<file path="src/rtl/bcd_pkg.sv">
// bcd_pkg: shared FSM state type, digit-count helper and add-3 constant for the binary-to-BCD converter
package bcd_pkg;
  typedef enum logic [1:0] {INACTIVO, CONVIRTIENDO, LISTO} estado_bcd_t;
  localparam logic [3:0] BCD_AJUSTE = 4'd3;
  function automatic int digitos_min(input int n);
    longint unsigned m;
    longint unsigned p;
    int d;
    m = (64'd1 << n) - 64'd1;
    p = 64'd10;
    d = 1;
    for (int i = 0; i < 20; i++)
      if (p <= m) begin
        p = p * 64'd10;
        d = d + 1;
      end
    return d;
  endfunction
endpackage

</file>
<file path="src/rtl/bcd_digito_ajuste.sv">
// bcd_digito_ajuste: double-dabble digit correction, d+3 when d>=5 else d (d: digit in, q: corrected digit out)
module bcd_digito_ajuste
  import bcd_pkg::*;
(
  input  logic [3:0] d,
  output logic [3:0] q
);
  assign q = (d >= 4'd5) ? d + BCD_AJUSTE : d;
endmodule

</file>
<file path="src/rtl/bin_a_bcd_secuencial.sv">
// bin_a_bcd_secuencial: one-bit-per-clock binary-to-BCD converter (clk, rst, start/bin in; ready, busy, done, bcd out)
module bin_a_bcd_secuencial
  import bcd_pkg::*;
#(
  parameter int N      = 8,
  parameter int DIGITS = 3
) (
  input  logic                  clk,
  input  logic                  rst,
  input  logic                  start,
  input  logic [N-1:0]          bin,
  output logic                  ready,
  output logic                  busy,
  output logic                  done,
  output logic [4*DIGITS-1:0]   bcd
);
  localparam int W  = 4 * DIGITS;
  localparam int CW = $clog2(N + 1);
  if (DIGITS < digitos_min(N)) begin : g_chk
    $error("DIGITS too small to hold 2**N-1");
  end
  estado_bcd_t estado, estado_sig;
  logic [N-1:0]   sh;
  logic [W-1:0]   acc, acc_aj;
  logic [CW-1:0]  cnt;
  logic [W+N-1:0] desplazado;
  logic           aceptar, ultimo;
  for (genvar k = 0; k < DIGITS; k++) begin : g_aj
    bcd_digito_ajuste u_aj (.d(acc[4*k +: 4]), .q(acc_aj[4*k +: 4]));
  end
  // the bit leaving the top of acc is always 0, so truncating the shift is lossless
  assign desplazado = {acc_aj, sh} << 1;
  assign aceptar    = ready & start;
  assign ultimo     = (estado == CONVIRTIENDO) && (cnt == CW'(1));
  always_ff @(posedge clk)
    estado <= rst ? INACTIVO : estado_sig;
  always_comb begin
    estado_sig = estado;
    case (estado)
      INACTIVO:     estado_sig = start ? CONVIRTIENDO : INACTIVO;
      CONVIRTIENDO: estado_sig = ultimo ? LISTO : CONVIRTIENDO;
      LISTO:        estado_sig = start ? CONVIRTIENDO : INACTIVO;
      default:      estado_sig = INACTIVO;
    endcase
  end
  always_comb begin
    ready = estado != CONVIRTIENDO;
    busy  = estado == CONVIRTIENDO;
    done  = estado == LISTO;
  end
  // bcd is loaded on the edge entering LISTO so it is already valid while done is high
  always_ff @(posedge clk)
    if (rst) begin
      sh  <= '0;
      acc <= '0;
      cnt <= '0;
      bcd <= '0;
    end else if (aceptar) begin
      sh  <= bin;
      acc <= '0;
      cnt <= CW'(N);
    end else if (estado == CONVIRTIENDO) begin
      {acc, sh} <= desplazado;
      cnt       <= cnt - 1'b1;
      if (ultimo) bcd <= desplazado[W+N-1:N];
    end
endmodule

</file>
<file path="config.mk">
export PLATFORM = sky130hd
export DESIGN_NAME = bin_a_bcd_secuencial
export DESIGN_NICKNAME = d
export VERILOG_FILES = /design/src/rtl/bcd_pkg.sv /design/src/rtl/bcd_digito_ajuste.sv /design/src/rtl/bin_a_bcd_secuencial.sv
export SDC_FILE = /design/constraint.sdc
export NUM_CORES = 1
export LEC_CHECK = 0
export CAP_MARGIN = 30
export CORE_UTILIZATION = 40
export DETAILED_ROUTE_END_ITERATION = 16
export PLACE_DENSITY_LB_ADDON = 0.15
export SKIP_LAST_GASP = 1
export SLEW_MARGIN = 25
export SYNTH_ARGS = -nofsm -noshare
export SYNTH_HDL_FRONTEND = slang
export SYNTH_SLANG_ARGS = --single-unit
export TNS_END_PERCENT = 20
</file>
<file path="constraint.sdc">
create_clock -name clk -period 2.29 [get_ports clk]
set_clock_uncertainty 0.2 [all_clocks]
set_input_delay 0.687 -clock clk [delete_from_list [all_inputs] [get_ports clk]]
set_output_delay 0.687 -clock clk [all_outputs]
set_load 0.1 [all_outputs]
</file>
Word-level counts from Yosys, hierarchy flattened
Cells that the tools add are included.
{ "totals": {"register_bits": 38, "output_inout_bits": 15, "elab_cells": 35} }
{ "op_classes": {"addsub": 4, "order_cmp": 3, "n_eq_ne": 4, "mux": 10, "bitwise": 2, "reduce_logical": 6} }
{ "ops": {"columns": ["cell", "n"], "rows": [
  ["2-to-1 mux 4 bit", 4],
  ["2-to-1 mux 8 bit", 2],
  ["greater-or-equal comparator 4 x 3 -> 1 bit (second input constant)", 3],
  ["adder 4 x 2 -> 4 bit (second input constant)", 2],
  ["equality test 4 x 1 -> 1 bit (second input constant)", 1],
  ["one-hot mux 2 bit (2 select lines)", 1],
  ["OR reduction 2 bit", 2],
  ["subtractor 4 x 1 -> 4 bit (second input constant)", 1],
  ["adder 3 x 2 -> 3 bit (second input constant)", 1],
  ["2-to-1 mux 3 bit", 1],
  ["AND reduction 3 bit", 1],
  ["equality test 2 x 1 -> 1 bit (second input constant)", 1],
  ["equality test 2 bit (second input constant)", 1],
  ["logical NOT 2 bit", 1],
  ["2-to-1 mux 2 bit", 1],
  ["!= test 2 x 1 -> 1 bit (second input constant)", 1],
  ["nonzero test 2 bit", 1],
  ["bitwise AND 1 bit", 1],
  ["logical AND 1 bit", 1],
  ["2-to-1 mux 1 bit", 1],
  ["NOT 1 bit", 1]
]} }

Logic depth before layout (Yosys ltp)
{ "depth": {"depth_word": 4, "ltp_mapped": 6, "depth_no_buf": 6} }

Modules after synthesis
Synthesis repeated with hierarchy kept, for this count alone.
{ "unflattened": {"cells_unflattened": 195, "area_unflattened_um2": 1739.2} }
{ "modules_own_cells": {"columns": ["module", "instances", "cells_each", "area_each_um2"], "rows": [
  ["bin_a_bcd_secuencial", 1, 147, 1435.1],
  ["bcd_digito_ajuste", 3, 16, 101.3]
]} }

Least setup slack after synthesis
Ideal clock, no wire load.
{ "synth_path": {"kind": "register to output", "start": "register estado[1]", "end": "output port ready", "t_arrival_ns": 1.667, "t_required_ns": 1.403, "slack_ns": -0.264, "stages_incl_launch_ff": 4, "path_cell_list": "dfxtp_1 > nand2b_1 > buf_2 > buf_1"} }
{ "synth_via": {"elab_chain_len": 1} }
{ "synth_rtl": {"columns": ["element", "line", "source"], "rows": [
  ["start, declared", "bin_a_bcd_secuencial.sv:22", "estado_bcd_t estado, estado_sig;"],
  ["start signal, assigned", "bin_a_bcd_secuencial.sv:36", "estado <= rst ? INACTIVO : estado_sig;"],
  ["!= test 2 x 1 -> 1 bit", "bin_a_bcd_secuencial.sv:47", "ready = estado != CONVIRTIENDO;"],
  ["end, declared", "bin_a_bcd_secuencial.sv:12", "output logic ready,"]
]} }
Every way passes these cells.

Worst setup path after layout
{ "layout_path": {"start": "register estado[1]", "end": "output port busy"} }
{ "layout_via": {"elab_chain_len": 1} }
{ "layout_rtl": {"columns": ["element", "line", "source"], "rows": [
  ["equality test 2 x 1 -> 1 bit", "bin_a_bcd_secuencial.sv:48", "busy = estado == CONVIRTIENDO;"],
  ["end, declared", "bin_a_bcd_secuencial.sv:13", "output logic busy,"]
]} }
Every way passes these cells.

==> results.py <==
metrics = {
    "clock_network": {
        "post_cts_resize_count": 0,
        "htree_levels": 2,
        "cts-root-buf": "clkbuf_8",
        "clock_sinks": 38,
        "insertion_delay_ns": 0.29,
        "post_cts_buffers": 0,
        "cts.clk_slew.worst_paths_ns": 0.07,
        "cts_hold_buf": 0,
        "cts_tree": "built",
        "clock_path_buffers": 2,
        "numCtsBuffers": 5,
    },
    "floorplanning": {
        "start_util_pct": 42.1,
        "rows": 23,
        "fp.dieH_um": 67.1,
        "die_x_um": 67.1,
        "ios": 26,
        "die-area_um2": 4510,
        "core_area_um2": 4030,
    },
    "detailed_routing": {
        "num_vias": 1429,
        "wl_per_cell_um": 13.8,
        "detail-route-antenna-nets": 0,
        "firstDrtPassIters": 4,
        "wl_um": 3720,
        "first_iter_violations": 67,
        "viasPerCell": 5.31,
        "drc": 0,
    },
    "layout": {
        "final_area_um2": 2280,
        "final.fill_count": 359,
        "area_delta_synth_final_pct": 34.1,
        "fin_nets": 238,
        "num_antenna_cells": 0,
        "final_common_cell": "dfxtp_1",
        "fin_cells": 269,
        "multiInputGateArea_um2": 858,
        "regArea_um2": 761,
        "layout_common_cells": "dfxtp_1, nor2_1, a211oi_1",
        "layout-drive-gt1-share_pct": 16.4,
    },
    "logic_synthesis": {
        "synth.avg_cell_area_um2": 9.02,
        "syn-num-nets": 207,
        "yosysSeqAreaShare_pct": 44.8,
        "synthesis.area_um2": 1700,
        "ys_warn_count": 0,
        "ys_ff_latch": 38,
        "synthCells": 188,
        "yosysUniqueCellTypes": 28,
    },
    "worst_setup_path": {
        "regToRegSetupSlack_ns": 0.42,
        "critPathLaunchType": "flip-flop",
        "required_ns": 1.40,
        "path_delay_family": "buffers and inverters",
        "path_cells": "nand2b_2, clkinv_1, buf_12",
        "crit_path_end_kind": "output port",
        "crit_fanout": 7,
        "critPathMaxStageDelay_ns": 0.32,
        "cp_slowest_cell": "dfxtp_1",
        "crit_buf_inv": 2,
        "cp.arrival_ns": 1.20,
        "crit_type": "reg2out",
    },
    "power_and_ir_drop": {
        "p_per_area_nw_per_um2": 604,
        "ir_worst_vdd_mv": 0.467,
        "leakage_nw": 0.843,
    },
    "timing": {
        "hold_viol": 0,
        "worst_pin_slew_ns": 0.357,
        "fin_crit_sh_pct": 91.2,
        "post-route-min-period_ns": 2.09,
        "rsz0062_at_grt": "no",
        "relSlewSlack_pct": 76.0,
        "timing.fmax_mhz": 479,
        "slew_violations": 0,
        "setup_violations": 0,
    },
    "place": {
        "dp.cells": 262,
        "place.gp.congestion": 0.762,
        "portBuffers": 25,
        "dpl-instance-area_um2": 2200,
        "place.detailed.hpwl_um": 2720,
    },
    "grt": {
        "grt_max_degree": 17,
        "grt_first_pass_wirelength_um": 6330,
        "antenna_found_initial": 0,
        "first_global_vias": 1386,
        "grt_use_total_pct": 19.4,
        "grt.overflow.total": 0,
    },
    "worst_hold_path": {
        "min_path_type": "reg2reg",
    },
    "run_status": {
        "outcome": "finished, final reports clean",
    },
    "flow_run": {
        "max_cap_viol_count": 0,
    },
}
cell families after synthesis:
family	Yosys count	share of synthesized area, %
and+or+nand+nor	57	16.8
DFF	38	44.8
xor gates and xnor gates	5	2.58
muxes	12	7.30
buffers and inverters	20	4.87
AOI/OAI and AO/OA	48	17.7
adders and majority gates	8	5.90
worst register-to-register path: cells and delay by family, from the launching register on:
family | cells | cell delay, ns
AND/OR/NAND/NOR | 2 | 0.82
flip-flops | 1 | 0.40
adder cells (fa/ha/maj) | 1 | 0.16
AO/OA/AOI/OAI | 1 | 0.21
cell usage after synthesis:
master     n  share of area, %
a211oi_1  17               7.5
a21o_1     1              0.44
a21oi_1   13               3.8
buf_1      2              0.44
buf_2      5               1.5
clkbuf_1   2              0.44
clkbuf_2   1              0.29
clkinv_1   1              0.22
dfxtp_1   38                45
ha_1       8               5.9
inv_1      9               2.0
mux2_2     3               2.0
mux2i_1    9               5.3
nand2_1    9               2.0
nand2b_1  11               4.1
nand3_1    3              0.88
nor2_1    22               4.9
nor2_2     1              0.37
nor2b_1    2              0.74
nor3_1     1              0.29
nor3b_1    5               2.2
nor4_1     1              0.37
o21ai_0    5               1.5
o22ai_1   12               4.4
or3_1      1              0.37
or3b_4     1              0.66
xnor2_1    4               2.1
xor2_1     1              0.52
path summary, 6_finish.rpt:
kind              cells past startpoint                  from                   to
setup / recovery                      3  estado[1]$_SDFF_PP0_                 busy
hold / removal                        2   acc[9]$_SDFFE_PP0P_  acc[9]$_SDFFE_PP0P_
setup reg to reg                      4   cnt[0]$_SDFFE_PP0P_  bcd[6]$_SDFFE_PP0P_
hold reg to reg                       2   acc[9]$_SDFFE_PP0P_  acc[9]$_SDFFE_PP0P_
power by group:
part | internal (mW) | switching (mW)
Sequential | 0.689 | 0.0216
Clock | 0.209 | 0.223
Combinational | 0.0986 | 0.134
sequential cells by signal, summed over array words and instances, names as in the netlist:
register and cells:
sh 8, estado 2, acc 12, cnt 4
bcd 12
final cells by class:
cell class	instances	share of cell area, %
flip-flops and latches	38	33.4
well taps	50	2.75
multi-input cells	130	37.7
inverters	10	1.65
repair buffers	34	21.1
clock buffers	7	3.35
layer usage:
metal | global-route usage (%) | vias to the layer above | routed length [um]
met4 | 10.4 | 0 | 77
met3 | 4.97 | 7 | 136
met2 | 32.4 | 20 | 1770
met1 | 22.5 | 680 | 1730
met5 | 0 | - | 0
li1 | - | 722 | -
per-stage QoR:
stage | setup WS, ns | hold slack [ns] | utilization [%] | power, mW | setup TNS, ns
2_1_floorplan | -0.210 | 0.244 | - | 0.870 | -0.411
3_3_place_gp | 0.195 | 0.257 | 54.5 | 0.947 | 0
3_5_place_dp | 0.137 | 0.259 | 54.5 | 0.956 | 0
4_1_cts | 0.0113 | 0.271 | 56.4 | 1.38 | 0
5_1_grt | 0.138 | 0.295 | 56.5 | 1.44 | 0
6_report | 0.202 | 0.269 | 56.5 | 1.38 | 0
No activity file was read; power rests on OpenSTA's default activity.
